[config.mk]
export PLATFORM = sky130hd
export DESIGN_NAME = sequencer_flat
export DESIGN_NICKNAME = d
export VERILOG_FILES = /design/src/rtl/sequencer_if.sv /design/src/rtl/sequencer.sv /design/src/flat_wrapper.sv
export SDC_FILE = /design/constraint.sdc
export NUM_CORES = 1
export LEC_CHECK = 0
export BUFFER_PORTS_ARGS = -buffer_cell sky130_fd_sc_hd__buf_2
export CAP_MARGIN = 20
export CORE_AREA = 2 2 39 41
export CTS_BUF_LIST = sky130_fd_sc_hd__clkbuf_8 sky130_fd_sc_hd__clkbuf_16
export DETAILED_ROUTE_END_ITERATION = 10
export DIE_AREA = 0 0 41 43
export GPL_TIMING_DRIVEN = 0
export PLACE_DENSITY = 0.67
export RECOVER_POWER = 100
export SLEW_MARGIN = 20
export SYNTH_ARGS = -nofsm -noshare
export SYNTH_HDL_FRONTEND = slang
export SYNTH_SLANG_ARGS = --single-unit
[constraint.sdc]
create_clock -name clock -period 1.8 [get_ports clock]
set_input_delay 0 -clock clock [delete_from_list [all_inputs] [get_ports clock]]
set_output_delay 0 -clock clock [all_outputs]
set_load 0.01 [all_outputs]
[src/rtl/sequencer_if.sv]
// rtl/sequencer_if.sv - control strobes and status between sequencer and datapath/memory
interface sequencer_if #(
  parameter int OP_W = 3
);
  logic            start;
  logic [OP_W-1:0] op;
  logic            z_flag;
  logic            mem_ready;
  logic            PC_bus;
  logic            Addr_bus;
  logic            ACC_bus;
  logic            MDR_bus;
  logic            load_PC;
  logic            INC_PC;
  logic            load_IR;
  logic            load_MAR;
  logic            load_MDR;
  logic            load_ACC;
  logic [1:0]      ALU_op;
  logic            CS;
  logic            R_NW;
  logic            halted;

  modport master (
    input  start, op, z_flag, mem_ready,
    output PC_bus, Addr_bus, ACC_bus, MDR_bus,
    output load_PC, INC_PC, load_IR, load_MAR, load_MDR, load_ACC,
    output ALU_op, CS, R_NW, halted
  );

  modport slave (
    output start, op, z_flag, mem_ready,
    input  PC_bus, Addr_bus, ACC_bus, MDR_bus,
    input  load_PC, INC_PC, load_IR, load_MAR, load_MDR, load_ACC,
    input  ALU_op, CS, R_NW, halted
  );
endinterface

[src/rtl/sequencer.sv]
// rtl/sequencer.sv - multi-cycle fetch/decode/execute control FSM with memory wait-states
module sequencer #(
  parameter int OP_W = 3
) (
  input logic        clock,
  input logic        reset,
  sequencer_if.master bus
);
  localparam logic [OP_W-1:0] OP_LOAD  = OP_W'(0);
  localparam logic [OP_W-1:0] OP_STORE = OP_W'(1);
  localparam logic [OP_W-1:0] OP_ADD   = OP_W'(2);
  localparam logic [OP_W-1:0] OP_SUB   = OP_W'(3);
  localparam logic [OP_W-1:0] OP_BNE   = OP_W'(4);
  localparam logic [OP_W-1:0] OP_JUMP  = OP_W'(5);
  localparam logic [OP_W-1:0] OP_XOR   = OP_W'(6);

  typedef enum logic [3:0] {
    S_IDLE, S_FETCH0, S_FETCH1, S_DECODE, S_MEM_RD,
    S_EXEC, S_ST_PREP, S_MEM_WR, S_HALTED
  } state_t;

  state_t          state_q, state_d;
  logic [OP_W-1:0] op_q, op_d;

  always_ff @(posedge clock or posedge reset) begin
    if (reset) begin
      state_q <= S_IDLE;
      op_q    <= '0;
    end else begin
      state_q <= state_d;
      op_q    <= op_d;
    end
  end

  always_comb begin
    state_d      = state_q;
    op_d         = op_q;
    bus.PC_bus   = 1'b0;
    bus.Addr_bus = 1'b0;
    bus.ACC_bus  = 1'b0;
    bus.MDR_bus  = 1'b0;
    bus.load_PC  = 1'b0;
    bus.INC_PC   = 1'b0;
    bus.load_IR  = 1'b0;
    bus.load_MAR = 1'b0;
    bus.load_MDR = 1'b0;
    bus.load_ACC = 1'b0;
    bus.ALU_op   = 2'b00;
    bus.CS       = 1'b0;
    bus.R_NW     = 1'b0;
    bus.halted   = 1'b0;
    case (state_q)
      S_IDLE: begin
        if (bus.start) state_d = S_FETCH0;
      end
      S_FETCH0: begin
        bus.PC_bus   = 1'b1;
        bus.load_MAR = 1'b1;
        bus.INC_PC   = 1'b1;
        state_d      = S_FETCH1;
      end
      S_FETCH1: begin
        bus.CS      = 1'b1;
        bus.R_NW    = 1'b1;
        bus.load_IR = bus.mem_ready;
        if (bus.mem_ready) state_d = S_DECODE;
      end
      S_DECODE: begin
        // Opcode is captured here so EXEC is immune to later IR changes
        op_d = bus.op;
        case (bus.op)
          OP_LOAD, OP_ADD, OP_SUB, OP_XOR: begin
            bus.Addr_bus = 1'b1;
            bus.load_MAR = 1'b1;
            state_d      = S_MEM_RD;
          end
          OP_STORE: begin
            bus.Addr_bus = 1'b1;
            bus.load_MAR = 1'b1;
            state_d      = S_ST_PREP;
          end
          OP_JUMP: begin
            bus.Addr_bus = 1'b1;
            bus.load_PC  = 1'b1;
            state_d      = S_FETCH0;
          end
          OP_BNE: begin
            bus.Addr_bus = !bus.z_flag;
            bus.load_PC  = !bus.z_flag;
            state_d      = S_FETCH0;
          end
          default: state_d = S_HALTED;
        endcase
      end
      S_MEM_RD: begin
        bus.CS       = 1'b1;
        bus.R_NW     = 1'b1;
        bus.load_MDR = bus.mem_ready;
        if (bus.mem_ready) state_d = S_EXEC;
      end
      S_EXEC: begin
        bus.MDR_bus  = 1'b1;
        bus.load_ACC = 1'b1;
        case (op_q)
          OP_ADD:  bus.ALU_op = 2'b01;
          OP_SUB:  bus.ALU_op = 2'b10;
          OP_XOR:  bus.ALU_op = 2'b11;
          default: bus.ALU_op = 2'b00;
        endcase
        state_d = S_FETCH0;
      end
      S_ST_PREP: begin
        bus.ACC_bus  = 1'b1;
        bus.load_MDR = 1'b1;
        state_d      = S_MEM_WR;
      end
      S_MEM_WR: begin
        bus.CS = 1'b1;
        if (bus.mem_ready) state_d = S_FETCH0;
      end
      S_HALTED: begin
        bus.halted = 1'b1;
      end
      default: state_d = S_IDLE;
    endcase
  end
endmodule

[src/flat_wrapper.sv]
// flat-port wrapper written by rule: the top's interface ports become plain ports
module sequencer_flat 
#(
  parameter int OP_W = 3
)
  (clock, reset, bus_start, bus_op, bus_z_flag, bus_mem_ready, bus_PC_bus, bus_Addr_bus, bus_ACC_bus, bus_MDR_bus, bus_load_PC, bus_INC_PC, bus_load_IR, bus_load_MAR, bus_load_MDR, bus_load_ACC, bus_ALU_op, bus_CS, bus_R_NW, bus_halted);
  sequencer_if #(.OP_W(OP_W)) bus_i ();
  input logic clock;
  input logic reset;
  input wire logic [$bits(bus_i.start)-1:0] bus_start;
  input wire logic [$bits(bus_i.op)-1:0] bus_op;
  input wire logic [$bits(bus_i.z_flag)-1:0] bus_z_flag;
  input wire logic [$bits(bus_i.mem_ready)-1:0] bus_mem_ready;
  output wire logic [$bits(bus_i.PC_bus)-1:0] bus_PC_bus;
  output wire logic [$bits(bus_i.Addr_bus)-1:0] bus_Addr_bus;
  output wire logic [$bits(bus_i.ACC_bus)-1:0] bus_ACC_bus;
  output wire logic [$bits(bus_i.MDR_bus)-1:0] bus_MDR_bus;
  output wire logic [$bits(bus_i.load_PC)-1:0] bus_load_PC;
  output wire logic [$bits(bus_i.INC_PC)-1:0] bus_INC_PC;
  output wire logic [$bits(bus_i.load_IR)-1:0] bus_load_IR;
  output wire logic [$bits(bus_i.load_MAR)-1:0] bus_load_MAR;
  output wire logic [$bits(bus_i.load_MDR)-1:0] bus_load_MDR;
  output wire logic [$bits(bus_i.load_ACC)-1:0] bus_load_ACC;
  output wire logic [$bits(bus_i.ALU_op)-1:0] bus_ALU_op;
  output wire logic [$bits(bus_i.CS)-1:0] bus_CS;
  output wire logic [$bits(bus_i.R_NW)-1:0] bus_R_NW;
  output wire logic [$bits(bus_i.halted)-1:0] bus_halted;
  assign bus_i.start = bus_start;
  assign bus_i.op = bus_op;
  assign bus_i.z_flag = bus_z_flag;
  assign bus_i.mem_ready = bus_mem_ready;
  assign bus_PC_bus = bus_i.PC_bus;
  assign bus_Addr_bus = bus_i.Addr_bus;
  assign bus_ACC_bus = bus_i.ACC_bus;
  assign bus_MDR_bus = bus_i.MDR_bus;
  assign bus_load_PC = bus_i.load_PC;
  assign bus_INC_PC = bus_i.INC_PC;
  assign bus_load_IR = bus_i.load_IR;
  assign bus_load_MAR = bus_i.load_MAR;
  assign bus_load_MDR = bus_i.load_MDR;
  assign bus_load_ACC = bus_i.load_ACC;
  assign bus_ALU_op = bus_i.ALU_op;
  assign bus_CS = bus_i.CS;
  assign bus_R_NW = bus_i.R_NW;
  assign bus_halted = bus_i.halted;
  sequencer #(.OP_W(OP_W)) u_core (.clock(clock), .reset(reset), .bus(bus_i));
endmodule
# After elaboration in Yosys (flattened, before gate mapping)
# Index checks and enable logic that the tools add are counted.
# totals
word_cells,56
in_bits,8
register_bits,7
out_inout_bits,15
# op_classes
reduce_logical,10
bitwise,1
mux,22
eq_ne,21
# op_table
op,count
$pmux W4 S9,1
$eq A4 B3 Y1 const B,4
$mux W4,4
$eq A3 B2 Y1 const B,4
$eq A3 B3 Y1 const B,4
$pmux W4 S3,1
$mux W1,10
$eq A4 B2 Y1 const B,2
$ne A2 B2 Y1 const B,4
$pmux W1 S2,4
$pmux W2 S3,1
$reduce_or A6 Y1,1
$reduce_and A5 Y1,1
$reduce_or A5 Y1,1
$eq A4 B1 Y1 const B,1
$eq A4 B4 Y1 const B,1
$logic_not A4 Y1,1
$reduce_or A2 Y1,2
$reduce_or A4 Y1,1
$eq A3 B1 Y1 const B,1
$logic_not A3 Y1,1
$reduce_or A3 Y1,1
$mux W2,1
$logic_not A1 Y1,1
$not A1 Y1,1

# Longest topological paths before layout
# logic_depth
word_depth,4
depth_mapped,4
mapped_depth_nobuf,3

# Worst setup path after synthesis
# No wires, ideal clock.
# synth_timing
path_type,register to output
start,register u_core.state_q[2]
end,output bus_PC_bus
arrival_time_ns,1.186
n_path_buf,2
setup_slack_ns,0.614
stages_incl_launch_ff,5
t_required_ns,1.800
path_cell_list,dfrtp_1 > buf_4 > nand2b_1 > nor3_1 > buf_4
# synth_via
elab_chain_len,2
# synth_rtl
element,line_no,rtl
start: declaration,sequencer.sv:22,"state_t state_q, state_d;"
start signal: assignment,sequencer.sv:30,state_q <= state_d;
$eq A4 B1 Y1,--,
$mux W1,--,
end: declaration,flat_wrapper.sv:14,output wire logic [$bits(bus_i.PC_bus)-1:0] bus_PC_bus;
# Every way passes these cells.

# Worst setup path after layout
# layout_timing
start,register u_core.state_q[0]
end,output bus_load_PC
# layout_via
elab_chain_len,2
# layout_rtl
element,line_no,rtl
$eq A4 B2 Y1,sequencer.sv:52,case (state_q)
$mux W1,sequencer.sv:52,
end: declaration,flat_wrapper.sv:18,output wire logic [$bits(bus_i.load_PC)-1:0] bus_load_PC;
# Every way passes these cells.

==> metrics.md <==
| Metric | Value |
|---|---|
| Layout Utilization | `between 50 and 60%` |
| Vias | `a little under 600` |
| Final Power | `approximately 1100 uW` |
| #FFs+latches synth | `7` |
| Seq/Total Area, Yosys | `between 30 and 40%` |
| Pins Over Slew Limit | `0` |
| Max FO, Critical Path | `10` |
| Area leader, netlist | `dfrtp_1` |
| Initial Util | `just under 40%` |
| Worst path most repeated cell | `buf_2` |
| Gate Count Post-Synth | `between 60 and 70` |
| Max Freq | `roughly 640 MHz` |
| Site Rows | `14` |
| FF-to-FF End | `u_core.state_q[2]$_DFFE_PP0P_` |
| Worst Tran Pin Value | `0.432 ns` |
| CP Capture Type | `primary output` |
| Clock Sinks | `7` |
| CTS Buf Count | `3` |
| CP Depth | `5` |
| WP data required | `around 1.8 ns` |
| Hold Path Depth | `3` |
| Layout fillers | `about 160` |
| Clk_skew | `roughly 0.0030 ns` |
| Clock root buffer | `clkbuf_8` |
| Distinct cells, synth | `28` |
| Max VDD drop | `roughly 0.9 mV` |
| Hold path startpoint | `bus_op[0]` |
| Hold Violations, Final | `0` |
| Most common cell after layout, fill and taps aside | `clkbuf_1` |
| Layout cells sized above 1 | `approximately 20%` |
| Skew-Pair Late Insertion Delay | `0.23 ns` |
| CP max stage cell | `and4bb_1` |
| 1st-pass router iterations | `3` |
| Critical setup path kind | `flip-flop to primary output` |
| Core area | `approximately 1400 um2` |
| Ports | `23` |
| Placed cell count | `around 100` |
| Hold EP | `u_core.state_q[3]$_DFFE_PP0P_` |
| Fin crit period | `1.57 ns` |
| R2R depth | `4` |
| Reg2reg setup slack | `around 0.35 ns` |
| Net Count, Synth | `between 70 and 80` |
| Unrepaired setup endpoints after global routing | `no` |
| Crit-path max cell delay | `0.32 ns` |
| P_leak | `~0.00032 uW` |
| PortBufs | `22` |
| CTS Hold Bufs | `1` |
| DRT iter0 DRCs | `6` |
| Antenna violations before repair | `0` |
| Mapped Area | `between 500 and 600 um2` |
| Delay-heaviest family, CP | `simple AND/OR/NAND/NOR gates` |
| Synth warn | `0` |
| CTS resizes | `0` |
| Synthesized area per cell | `a little over 8 um2` |
| Max-slew headroom | `between 70% and 80%` |
| Global-route wire length before repair | `between 2000 and 2500 um` |
| Area Overhead vs Synth | `29.9%` |
| Post-DP HPWL | `995 um` |
| Setup TNS | `0 ns` |
| ANT nets after route | `0` |
| Finished Layout Cells | `about 110` |
| Final Cycle Share | `between 80% and 90%` |
| CP cell instances | `buf_2 -> and4bb_1 -> nand2_1 -> nor3_1 -> buf_2` |
| Ant. Diodes | `0` |
| WL per Instance | `11.7 um` |
| Commonest cells after routing, fill and taps aside | `clkbuf_1, buf_2, nor3_1, dfrtp_1, nor2_1` |
| Startpoint types | `flip-flop` |
| Drt drc | `0` |
| MaxCap Viol Count | `0` |
| Synth top area share | `32.5%` |
| GR Overflow Total | `0` |
| RD Place Congestion | `about 0.79` |
| Die X | `roughly 41 um` |
| H-tree levels | `1` |
| HP Class | `primary input to flip-flop` |
| Vias in the first global route | `between 500 and 600` |
| Outcome | `completed` |
| Worst Hold Slack | `0.0800 ns` |
| Final Setup Violations | `0` |
| GRT Overall Usage | `18.4%` |
| Drt total wl | `between 1000 and 1500 um` |
| Clock transition at the registers of the reported paths | `0.04 ns` |
| Largest net degree at the start of global routing | `11` |
| Post-layout nets | `102` |
| Clock Tree Buf Depth | `2` |
| Postcts setup bufs | `0` |
| TritonCTS clock tree | `done` |
| Die area | `between 1500 and 2000 um2` |
| Largest cells by area after synthesis | `dfrtp_1, nor3_1, buf_4` |
| WP buf/inv | `2` |
| Die H | `roughly 43 um` |
| Vias per inst | `5.30` |
| Power density over cell area | `1610 nW/um2` |
| Reg2reg start | `u_core.state_q[2]$_DFFE_PP0P_` |
| CP Data Arrival Time | `roughly 1.6 ns` |
==> worst reg2reg max path: stages (launching register included) <==
cell and delay, ns:
dfrtp_1 0.33, clkbuf_1 0.35, clkinv_1 0.15, or3_1 0.36
a31oi_1 0.18
==> synthesized netlist by cell type <==
| cell type | n |
|---|---|
| nor2_1 | 6 |
| o21bai_1 | 1 |
| buf_2 | 2 |
| xnor2_1 | 2 |
| a211o_1 | 1 |
| nand2b_1 | 4 |
| nand2_1 | 4 |
| nor2b_1 | 1 |
| inv_1 | 4 |
| a32o_1 | 1 |
| a21oi_1 | 1 |
| nor3_2 | 1 |
| a21boi_1 | 1 |
| a211oi_1 | 2 |
| and4bb_2 | 1 |
| nor3_1 | 6 |
| nand4_1 | 1 |
| and3_1 | 2 |
| o21ai_0 | 3 |
| and4b_1 | 1 |
| or3_1 | 1 |
| a31oi_1 | 3 |
| inv_2 | 2 |
| o32ai_1 | 1 |
| a311oi_1 | 1 |
| dfrtp_1 | 7 |
| mux2_1 | 2 |
| buf_4 | 4 |
==> sequential cells by signal, indices dropped and copies added (netlist names) <==
signal          count
u_core.op_q         3
u_core.state_q      4
==> area by class of cell <==
class	count	area, um2	share of cell area (%)
Sequential cell	7	175	25.0
Multi-Input combinational cell	47	297	42.3
Clock buffer	3	41.3	5.89
Buffer	6	36.3	5.18
Timing Repair Buffer	23	105	15.0
Clock inverter	1	3.75	0.536
Inverter	6	22.5	3.21
Tap cell	16	20.0	2.86
==> cell families after synthesis <==
logic type / Yosys count / synth area share [%]
muxes: 2 / 4.18
AOI/OAI and AO/OA: 15 / 19.5
DFF: 7 / 32.5
and+or+nand+nor: 28 / 29.0
buffers and inverters: 12 / 11.6
xor gates and xnor gates: 2 / 3.25
==> routing by layer <==
| layer | wire length [um] | global-route usage [%] | vias to the layer above |
|---|---|---|---|
| met4 | 0 | 4.00 | 0 |
| met5 | 0 | 0 | - |
| met2 | 665 | 27.5 | 10 |
| met3 | 54 | 7.85 | 0 |
| li1 | - | - | 290 |
| met1 | 559 | 24.2 | 278 |
==> power breakdown <==
part | total, uW | internal [uW] | switching [uW]
Clock | 211 | 147 | 64.2
Combinational | 642 | 271 | 370
Sequential | 275 | 228 | 46.4
Total | 1130 | 646 | 481
==> through the flow <==
step,setup WS (ns),cell area [um2]
after global placement,0.564,669
final,0.235,701
after detailed placement,0.526,669
after CTS,0.293,724
after global routing,0.127,701
after floorplan,0.614,539
==> worst max-delay path by stage <==
stage / from / end
4_1_cts: u_core.state_q[0]$_DFFE_PP0P_ / bus_load_PC
3_3_place_gp: u_core.state_q[0]$_DFFE_PP0P_ / u_core.op_q[0]$_DFFE_PP0P_
5_1_grt: u_core.state_q[0]$_DFFE_PP0P_ / bus_load_PC
6_report: u_core.state_q[0]$_DFFE_PP0P_ / bus_load_PC
2_1_floorplan: u_core.state_q[2]$_DFFE_PP0P_ / bus_PC_bus
3_5_place_dp: u_core.state_q[0]$_DFFE_PP0P_ / u_core.op_q[0]$_DFFE_PP0P_
(Power assumes the default switching activity.)
